**src/rtl/hazard_ctrl_pkg.sv**
```systemverilog
// Shared pipeline definitions for the hazard controller: register width,
// tuse/tnew encodings, the per-stage destination record and helper functions.
package hazard_ctrl_pkg;

    localparam int REG_W = 5;

    localparam logic [1:0] TUSE_NONE = 2'd3;
    localparam logic [1:0] TNEW_NONE = 2'd0;
    localparam logic [1:0] TNEW_ALU  = 2'd1;
    localparam logic [1:0] TNEW_LOAD = 2'd2;

    typedef struct packed {
        logic [REG_W-1:0] rd;
        logic             we;
        logic [1:0]       tnew;
    } stage_rec_t;

    localparam stage_rec_t REC_EMPTY = '{rd: 5'd0, we: 1'b0, tnew: 2'd0};

    // $0 is never a real destination, and a non-writer carries no destination.
    function automatic stage_rec_t normalise_rec(input logic [REG_W-1:0] rd,
                                                 input logic             we,
                                                 input logic [1:0]       tnew);
        stage_rec_t r;
        if (!we) begin
            r = REC_EMPTY;
        end else if (rd == 5'd0) begin
            r = '{rd: 5'd0, we: 1'b0, tnew: tnew};
        end else begin
            r = '{rd: rd, we: 1'b1, tnew: tnew};
        end
        return r;
    endfunction

    function automatic logic [1:0] tnew_dec(input logic [1:0] tnew);
        logic [1:0] t;
        if (tnew == 2'd0) begin
            t = 2'd0;
        end else begin
            t = tnew - 2'd1;
        end
        return t;
    endfunction

    // A source hazards against a stage when the producer's result is not ready
    // by the time the consumer needs it.
    function automatic logic hazard_on(input logic [REG_W-1:0] src,
                                       input logic [1:0]       tuse,
                                       input stage_rec_t       rec);
        return (src != 5'd0) && (tuse != TUSE_NONE) && rec.we &&
               (rec.rd == src) && (rec.tnew > tuse);
    endfunction

endpackage

```
**src/rtl/hazard_ctrl_dest_stage.sv**
```systemverilog
// One pipeline destination record {rd, we, tnew}; optionally decrements tnew
// (saturating) as the record advances into this stage.
module dest_stage
    import hazard_ctrl_pkg::*;
#(
    parameter bit DEC_ON_CAPTURE = 1'b1
) (
    input  logic             clk,
    input  logic             reset,
    input  logic             clear,
    input  logic [REG_W-1:0] rd_i,
    input  logic             we_i,
    input  logic [1:0]       tnew_i,
    output logic [REG_W-1:0] rd_o,
    output logic             we_o,
    output logic [1:0]       tnew_o
);

    stage_rec_t rec_d;
    stage_rec_t rec_q;

    // Next record: bubble on clear, otherwise the incoming record aged by one stage.
    always_comb begin
        rec_d = REC_EMPTY;
        if (clear) begin
            rec_d = REC_EMPTY;
        end else if (DEC_ON_CAPTURE) begin
            rec_d = '{rd: rd_i, we: we_i, tnew: tnew_dec(tnew_i)};
        end else begin
            rec_d = '{rd: rd_i, we: we_i, tnew: tnew_i};
        end
    end

    // Stage record register.
    always_ff @(posedge clk) begin
        if (reset) begin
            rec_q <= REC_EMPTY;
        end else begin
            rec_q <= rec_d;
        end
    end

    assign rd_o   = rec_q.rd;
    assign we_o   = rec_q.we;
    assign tnew_o = rec_q.tnew;

endmodule

```
**src/rtl/hazard_ctrl.sv**
```systemverilog
// Load-use / branch hazard detection: tracks destinations of the three stages
// past decode and stalls decode when an operand cannot be forwarded in time.
module hazard_ctrl
    import hazard_ctrl_pkg::*;
(
    input  logic        clk,
    input  logic        reset,
    input  logic [4:0]  rs_IF_ID,
    input  logic [4:0]  rt_IF_ID,
    input  logic [1:0]  tuse_rs,
    input  logic [1:0]  tuse_rt,
    input  logic [4:0]  rd_ID,
    input  logic        we_ID,
    input  logic [1:0]  tnew_ID,
    output logic [4:0]  rd_ID_EX,
    output logic [4:0]  rd_EX_MEM,
    output logic [4:0]  rd_MEM_WB,
    output logic        we_ID_EX,
    output logic        we_EX_MEM,
    output logic        we_MEM_WB,
    output logic        stall,
    output logic        bubble,
    output logic [31:0] stall_cnt
);

    stage_rec_t dec_rec;
    stage_rec_t idex_rec;
    stage_rec_t exmem_rec;
    stage_rec_t memwb_rec;
    logic       rs_haz;
    logic       rt_haz;
    logic       stall_int;
    logic [31:0] stall_cnt_d;
    logic [31:0] stall_cnt_q;

    assign dec_rec = normalise_rec(rd_ID, we_ID, tnew_ID);

    // ID/EX keeps the decode tnew as-is; later stages age it on each advance.
    dest_stage #(.DEC_ON_CAPTURE(1'b0)) u_id_ex (
        .clk    (clk),
        .reset  (reset),
        .clear  (stall_int),
        .rd_i   (dec_rec.rd),
        .we_i   (dec_rec.we),
        .tnew_i (dec_rec.tnew),
        .rd_o   (idex_rec.rd),
        .we_o   (idex_rec.we),
        .tnew_o (idex_rec.tnew)
    );

    dest_stage #(.DEC_ON_CAPTURE(1'b1)) u_ex_mem (
        .clk    (clk),
        .reset  (reset),
        .clear  (1'b0),
        .rd_i   (idex_rec.rd),
        .we_i   (idex_rec.we),
        .tnew_i (idex_rec.tnew),
        .rd_o   (exmem_rec.rd),
        .we_o   (exmem_rec.we),
        .tnew_o (exmem_rec.tnew)
    );

    dest_stage #(.DEC_ON_CAPTURE(1'b1)) u_mem_wb (
        .clk    (clk),
        .reset  (reset),
        .clear  (1'b0),
        .rd_i   (exmem_rec.rd),
        .we_i   (exmem_rec.we),
        .tnew_i (exmem_rec.tnew),
        .rd_o   (memwb_rec.rd),
        .we_o   (memwb_rec.we),
        .tnew_o (memwb_rec.tnew)
    );

    // Hazard detection; MEM/WB always carries tnew 0, so its term can never fire.
    always_comb begin
        rs_haz = hazard_on(rs_IF_ID, tuse_rs, idex_rec)  |
                 hazard_on(rs_IF_ID, tuse_rs, exmem_rec) |
                 hazard_on(rs_IF_ID, tuse_rs, memwb_rec);
        rt_haz = hazard_on(rt_IF_ID, tuse_rt, idex_rec)  |
                 hazard_on(rt_IF_ID, tuse_rt, exmem_rec) |
                 hazard_on(rt_IF_ID, tuse_rt, memwb_rec);
        if (reset) begin
            stall_int = 1'b0;
        end else begin
            stall_int = rs_haz | rt_haz;
        end
    end

    // Stall counter next value; one increment per stalled cycle, wraps naturally.
    always_comb begin
        stall_cnt_d = stall_cnt_q;
        if (reset) begin
            stall_cnt_d = 32'd0;
        end else if (stall_int) begin
            stall_cnt_d = stall_cnt_q + 32'd1;
        end else begin
            stall_cnt_d = stall_cnt_q;
        end
    end

    // Stall counter register.
    always_ff @(posedge clk) begin
        if (reset) begin
            stall_cnt_q <= 32'd0;
        end else begin
            stall_cnt_q <= stall_cnt_d;
        end
    end

    assign stall     = stall_int;
    assign bubble    = stall_int;
    assign stall_cnt = stall_cnt_q;
    assign rd_ID_EX  = idex_rec.rd;
    assign rd_EX_MEM = exmem_rec.rd;
    assign rd_MEM_WB = memwb_rec.rd;
    assign we_ID_EX  = idex_rec.we;
    assign we_EX_MEM = exmem_rec.we;
    assign we_MEM_WB = memwb_rec.we;

endmodule

```
**config.mk**
```make
export PLATFORM = sky130hd
export DESIGN_NAME = hazard_ctrl
export DESIGN_NICKNAME = d
export VERILOG_FILES = /design/src/rtl/hazard_ctrl_pkg.sv /design/src/rtl/hazard_ctrl_dest_stage.sv /design/src/rtl/hazard_ctrl.sv
export SDC_FILE = /design/constraint.sdc
export NUM_CORES = 1
export LEC_CHECK = 0
export CELL_PAD_IN_SITES_DETAIL_PLACEMENT = 0
export CELL_PAD_IN_SITES_GLOBAL_PLACEMENT = 1
export CORE_UTILIZATION = 33
export DETAILED_ROUTE_END_ITERATION = 7
export PLACE_DENSITY_LB_ADDON = 0.1
export SYNTH_ARGS = -nofsm -noshare
export SYNTH_HDL_FRONTEND = slang
export SYNTH_SLANG_ARGS = --single-unit
```
**constraint.sdc**
```tcl
create_clock -name clk -period 2.8 [get_ports clk]
set_clock_uncertainty 0.1 [all_clocks]
set_input_delay 0.56 -clock clk [delete_from_list [all_inputs] [get_ports clk]]
set_output_delay 0.56 -clock clk [all_outputs]
set_load 0.01 [all_outputs]
```
## After elaboration in Yosys (flattened, before gate mapping)

Index checks and enable logic that the tools add are counted.

| word-level totals | value |
|---|---|
| flip-flop bits (word level) | 56 |
| input port bits | 24 |
| output and inout bits | 52 |
| logic and storage cells | 64 |

| cells by class | value |
|---|---|
| $add $sub $neg | 3 |
| magnitude comparators | 6 |
| equal/unequal tests | 8 |
| multiplexer cells | 2 |
| bitwise gates (word level) | 6 |
| reductions and logical operators | 29 |

Operators by type and width:

| cell | number |
|---|---|
| $add A32 B1 Y32 const B | 1 |
| $eq A5 B5 Y1 | 6 |
| $logic_and A1 B1 Y1 | 20 |
| $gt A2 B2 Y1 | 6 |
| $reduce_bool A5 Y1 | 2 |
| $logic_not A5 Y1 | 1 |
| $or A1 B1 Y1 | 5 |
| $logic_not A2 Y1 | 2 |
| $ne A2 B2 Y1 const B | 2 |
| $reduce_or A2 Y1 | 2 |
| $reduce_or A4 Y1 | 1 |
| $sub A2 B1 Y2 const B | 2 |
| $mux W3 | 1 |
| $reduce_or A3 Y1 | 1 |
| $mux W1 | 1 |
| $not A1 Y1 | 1 |

## Logic depth before layout (Yosys ltp)

| logic depth | value |
|---|---|
| depth after elaboration | 10 |
| gate-level depth with buffers | 11 |
| depth with buffers taken out | 9 |

## Modules after synthesis

Synthesis repeated with hierarchy kept, for this count alone.

| unflattened totals | value |
|---|---|
| cells, all modules | 356 |
| area, all modules | 3159.3 µm² |

By module, submodules not included:

| module | times used | cells each | area each (µm²) | sequential area each (µm²) |
|---|---|---|---|---|
| hazard_ctrl | 1 | 296 | 2368.5 | 640.6 |
| dest_stage at u_ex_mem ... | 2 | 21 | 254.0 | 160.2 |
| dest_stage at u_id_ex | 1 | 18 | 282.8 | 160.2 |

## Worst setup path after synthesis

No wires, ideal clock.

| timing | value |
|---|---|
| kind | input-to-output |
| from | input port tuse_rs[1] |
| to | output port stall |
| data arrival time | 2227 ps |
| data required time | 2140 ps |
| path slack | -87 ps |
| cell stages on the path | 10 |
| path buffers | 3 |
| cell sequence | inv_1 -> ha_1 -> a21oi_1 -> nor4_1 -> nor3_1 -> o22a_1 -> buf_2 -> buf_2 -> nor2_1 -> buf_4 |

| on the way | value |
|---|---|
| cells in the longest elaborated chain, start to end | 9 |
| elaborated cells between the ends (all ways) | 18 |
| classes of those cells | order compare (3); eq/ne (1); mux (1); bitwise (3); reduce/logical (10) |

Ends and longest elaborated chain:

| item | line | text |
|---|---|---|
| start: declaration | hazard_ctrl.sv:10 | `input logic [1:0] tuse_rs,` |
| $ne A2 B2 Y1 | hazard_ctrl_pkg.sv:50 | `return (src != 5'd0) && (tuse != TUSE_NONE) && rec.we &&` |
| $logic_and A1 B1 Y1 (3 in series) | hazard_ctrl_pkg.sv:50 |  |
| $logic_and A1 B1 Y1 | hazard_ctrl_pkg.sv:51 | `(rec.rd == src) && (rec.tnew > tuse);` |
| $or A1 B1 Y1 | hazard_ctrl.sv:77 | `rs_haz = hazard_on(rs_IF_ID, tuse_rs, idex_rec) \|` |
| $or A1 B1 Y1 * | hazard_ctrl.sv:78 | `hazard_on(rs_IF_ID, tuse_rs, exmem_rec) \|` |
| $or A1 B1 Y1 * | hazard_ctrl.sv:86 | `stall_int = rs_haz \| rt_haz;` |
| $mux W1 * | hazard_ctrl.sv:83 | `if (reset) begin` |
| end: declaration | hazard_ctrl.sv:21 | `output logic stall,` |

Every way passes the cells marked *; elsewhere a longest branch is shown, timed or not.

## Worst setup path after layout

Same ends and word-level chain as after synthesis.

==> results.sh <==
export IMPL_outcome="finished, final reports clean"
export IMPL_yosysSeqAreaShare=0.348
export IMPL_portBuffers=75
export IMPL_setup_viol=0
export IMPL_yosys_area_top_type="dfxtp_1"
export IMPL_die_h_um=101
export IMPL_drc=0
export IMPL_die_x_um=101
export IMPL_timing_hold_ws_ns=0.329
export IMPL_postSynthAreaPerCell_um2=8.61
export IMPL_finalCritPeriodShare=0.981
export IMPL_synth_nets=413
export IMPL_antenna_cells=0
export IMPL_antenna_found_initial=0
export IMPL_p_seq_frac=0.563
export IMPL_synthTopCellsByArea="dfxtp_1 35%, xnor2_1 6.5%, ha_1 5.8%"
export IMPL_power_switching_uw=386
export IMPL_area_delta_synth_final_pct=34.7
export IMPL_placementRows=35
export IMPL_wirelength_mm=8.54
export IMPL_placed_area_mm2=0.00409
export IMPL_finish_utilization=0.465
export IMPL_startpoint_type="input port"
export IMPL_cts_tree="yes"
export IMPL_final_nets=479
export IMPL_coreArea_mm2=0.00933
export IMPL_final_setup_tns_ns=0
export IMPL_hpwl_mm=6.18
export IMPL_clock_latency_ns=0.31
export IMPL_worst_pin_slew_ns=0.377
export IMPL_finalCriticalPeriod_ns=2.75
export IMPL_clk_path_buf_depth=2
export IMPL_ctsHtreeMaxLevel=2
export IMPL_final_area_mm2=0.00434
export IMPL_yosysWarnings=0
export IMPL_synth_cells=374
export IMPL_postCtsHoldBufs=0
export IMPL_first_pass_iters=4
export IMPL_p_int_uw=1080
export IMPL_power_density_mw_per_mm2=337
export IMPL_max_slew_margin=0.749
export IMPL_synthArstFlopShare=0
export IMPL_hold_violations=0
export IMPL_ios=76
export IMPL_path_class="in -> out"
export IMPL_post_cts_buffers=0
export IMPL_ir_worst_vdd_mv=0.184
export IMPL_viasPerCell=4.88
export IMPL_regArea_mm2=0.00112
export IMPL_multi_input_area_mm2=0.00204
export IMPL_grt_pass1_wl_mm=13.7
export IMPL_synth_commonest_cells="56 x dfxtp_1, 30 x a21oi_1, 28 x nor2b_1, 24 x xnor2_1, 23 x nor2_1"
export IMPL_layout_drive_gt1_share=0.195
export IMPL_synth_seq_cells=56
export IMPL_overflow=0
export IMPL_clkSinkCount=56
export IMPL_pwr_share_comb=0.135
export IMPL_path_max_fanout=3
export IMPL_grt_pass1_vias=2680
export IMPL_postRouteAntennaNets=0
export IMPL_vias=2776
export IMPL_p_clk_frac=0.302
export IMPL_clk_pin_slew_worst_paths_ns=0.10
export IMPL_ys_types=40
export IMPL_netlist_area_mm2=0.00322
export IMPL_cts_buffers=5
export IMPL_clockRootBuffer="clkbuf_8"
export IMPL_synth_enable_flop_cells=0
export IMPL_hp_class="reg -> reg"
export IMPL_arrival_ns=2.09
export IMPL_endpoint_kind="output port"
export IMPL_maxCapViolations=0
export IMPL_drtIter0Drc=50
export IMPL_fill_cells=918
export IMPL_place_congestion=0.786
export IMPL_power_leakage_uw=0.00150
export IMPL_dieArea_mm2=0.0102
export IMPL_ys_flop_type="dfxtp_1"
export IMPL_yosysMostFrequentCell="dfxtp_1"
export IMPL_p_sw_frac=0.264
export IMPL_final_max_slew_violation_count=0
export IMPL_post_drt_wl_per_cell_um=15.0
export IMPL_netlist_area_leader_share=0.348
export IMPL_initial_utilization=0.345
export IMPL_track_usage=0.174
export IMPL_required_ns=2.14
export IMPL_fmax_ghz=0.364
export IMPL_grt_max_degree=35
-- through the flow --
step / setup slack [ns] / power (uW) / std cells
after floorplan: 0.0280 / 935 / 374
after global placement: -0.801 / 1020 / 562
after detailed placement: -0.771 / 1020 / 562
after CTS: 0.00173 / 1480 / 569
after global routing: -0.0374 / 1540 / 569
final: 0.0535 / 1460 / 569
-- cells in the final DEF (no fill, tap or decap), types with 8 or more instances in the layout --
cell	count
a21oi_1	30
and2_1	9
buf_4	14
clkdlybuf4s50_1	58
dfxtp_1	54
ha_1	8
inv_1	14
mux2_2	15
nand2_1	20
nand3_1	20
nand4_1	9
nor2_1	22
nor2b_1	28
or4b_1	8
xnor2_1	22
-- what timing repair did --
item	CTS	global route
pin swaps	11	15
setup endpoints to repair	41	5
gates cloned	0	0
gates resized for setup	64	22
-- cells by family (layout without fill, tap and decap cells) --
group | after synthesis | count (layout) | synth area share
multiplexers | 17 | 17 | 0.0591
flip-flops | 56 | 56 | 0.348
buffers and inverters | 51 | 117 | 0.0828
adder cells (fa/ha/maj) | 15 | 15 | 0.0583
XOR/XNOR | 31 | 31 | 0.0843
AO/OA/AOI/OAI | 52 | 52 | 0.102
AND/OR/NAND/NOR | 152 | 152 | 0.265
-- sequential cells by signal, summed over array words and instances, names as in the netlist --
register / cells
u_mem_wb.tnew_o: 2
u_mem_wb.rd_o: 5
u_id_ex.tnew_o: 2
u_mem_wb.we_o: 1
stall_cnt: 32
u_ex_mem.tnew_o: 2
u_ex_mem.rd_o: 5
u_id_ex.we_o: 1
u_ex_mem.we_o: 1
u_id_ex.rd_o: 5
-- power by group through the flow --
stage / registers, uW / clock network [uW] / logic (uW)
4_1_cts: 824 / 466 / 190
5_1_grt: 826 / 493 / 221
2_1_floorplan: 837 / 0 / 98.7
3_5_place_dp: 841 / 0 / 179
6_report: 824 / 442 / 197
3_3_place_gp: 841 / 0 / 179
-- worst max-delay path: stages --
cell and delay (ns):
buf_2 0.12, inv_4 0.09, ha_4 0.21, nand2_2 0.07, nand3_1 0.13, nor4_4 0.31
nor3_2 0.10, o22a_1 0.26, nor2_4 0.12, buf_6 0.11
-- layer usage --
metal | vias to the layer above | wire, um | global-route usage
met3 | 4 | 295 | 0.0305
met4 | 0 | 48 | 0.0368
met5 | - | 0 | 0
met2 | 48 | 3910 | 0.282
met1 | 1299 | 4290 | 0.241
li1 | 1425 | - | -
-- path summary, 6_finish.rpt --
kind	from	to	slack, ns	cells past startpoint
setup / recovery	tuse_rs[1]	stall	0.05	10
hold / removal	u_id_ex.tnew_o[0]$_SDFF_PP0_	u_ex_mem.tnew_o[0]$_SDFF_PP0_	0.33	1
setup reg to reg	u_mem_wb.tnew_o[1]$_SDFF_PP0_	stall_cnt[21]$_SDFFE_PP0P_	0.17	8
hold reg to reg	u_id_ex.tnew_o[0]$_SDFF_PP0_	u_ex_mem.tnew_o[0]$_SDFF_PP0_	0.33	1
-- area by class of cell --
cell class,instances,share of cell area
inverter,17,0.0153
sequential,56,0.259
timing repair buffer,93,0.200
tap,129,0.0372
multi-input combinational,267,0.470
clock inverter,2,0.00288
clock buffer,5,0.0159
(Power assumes the default switching activity.)
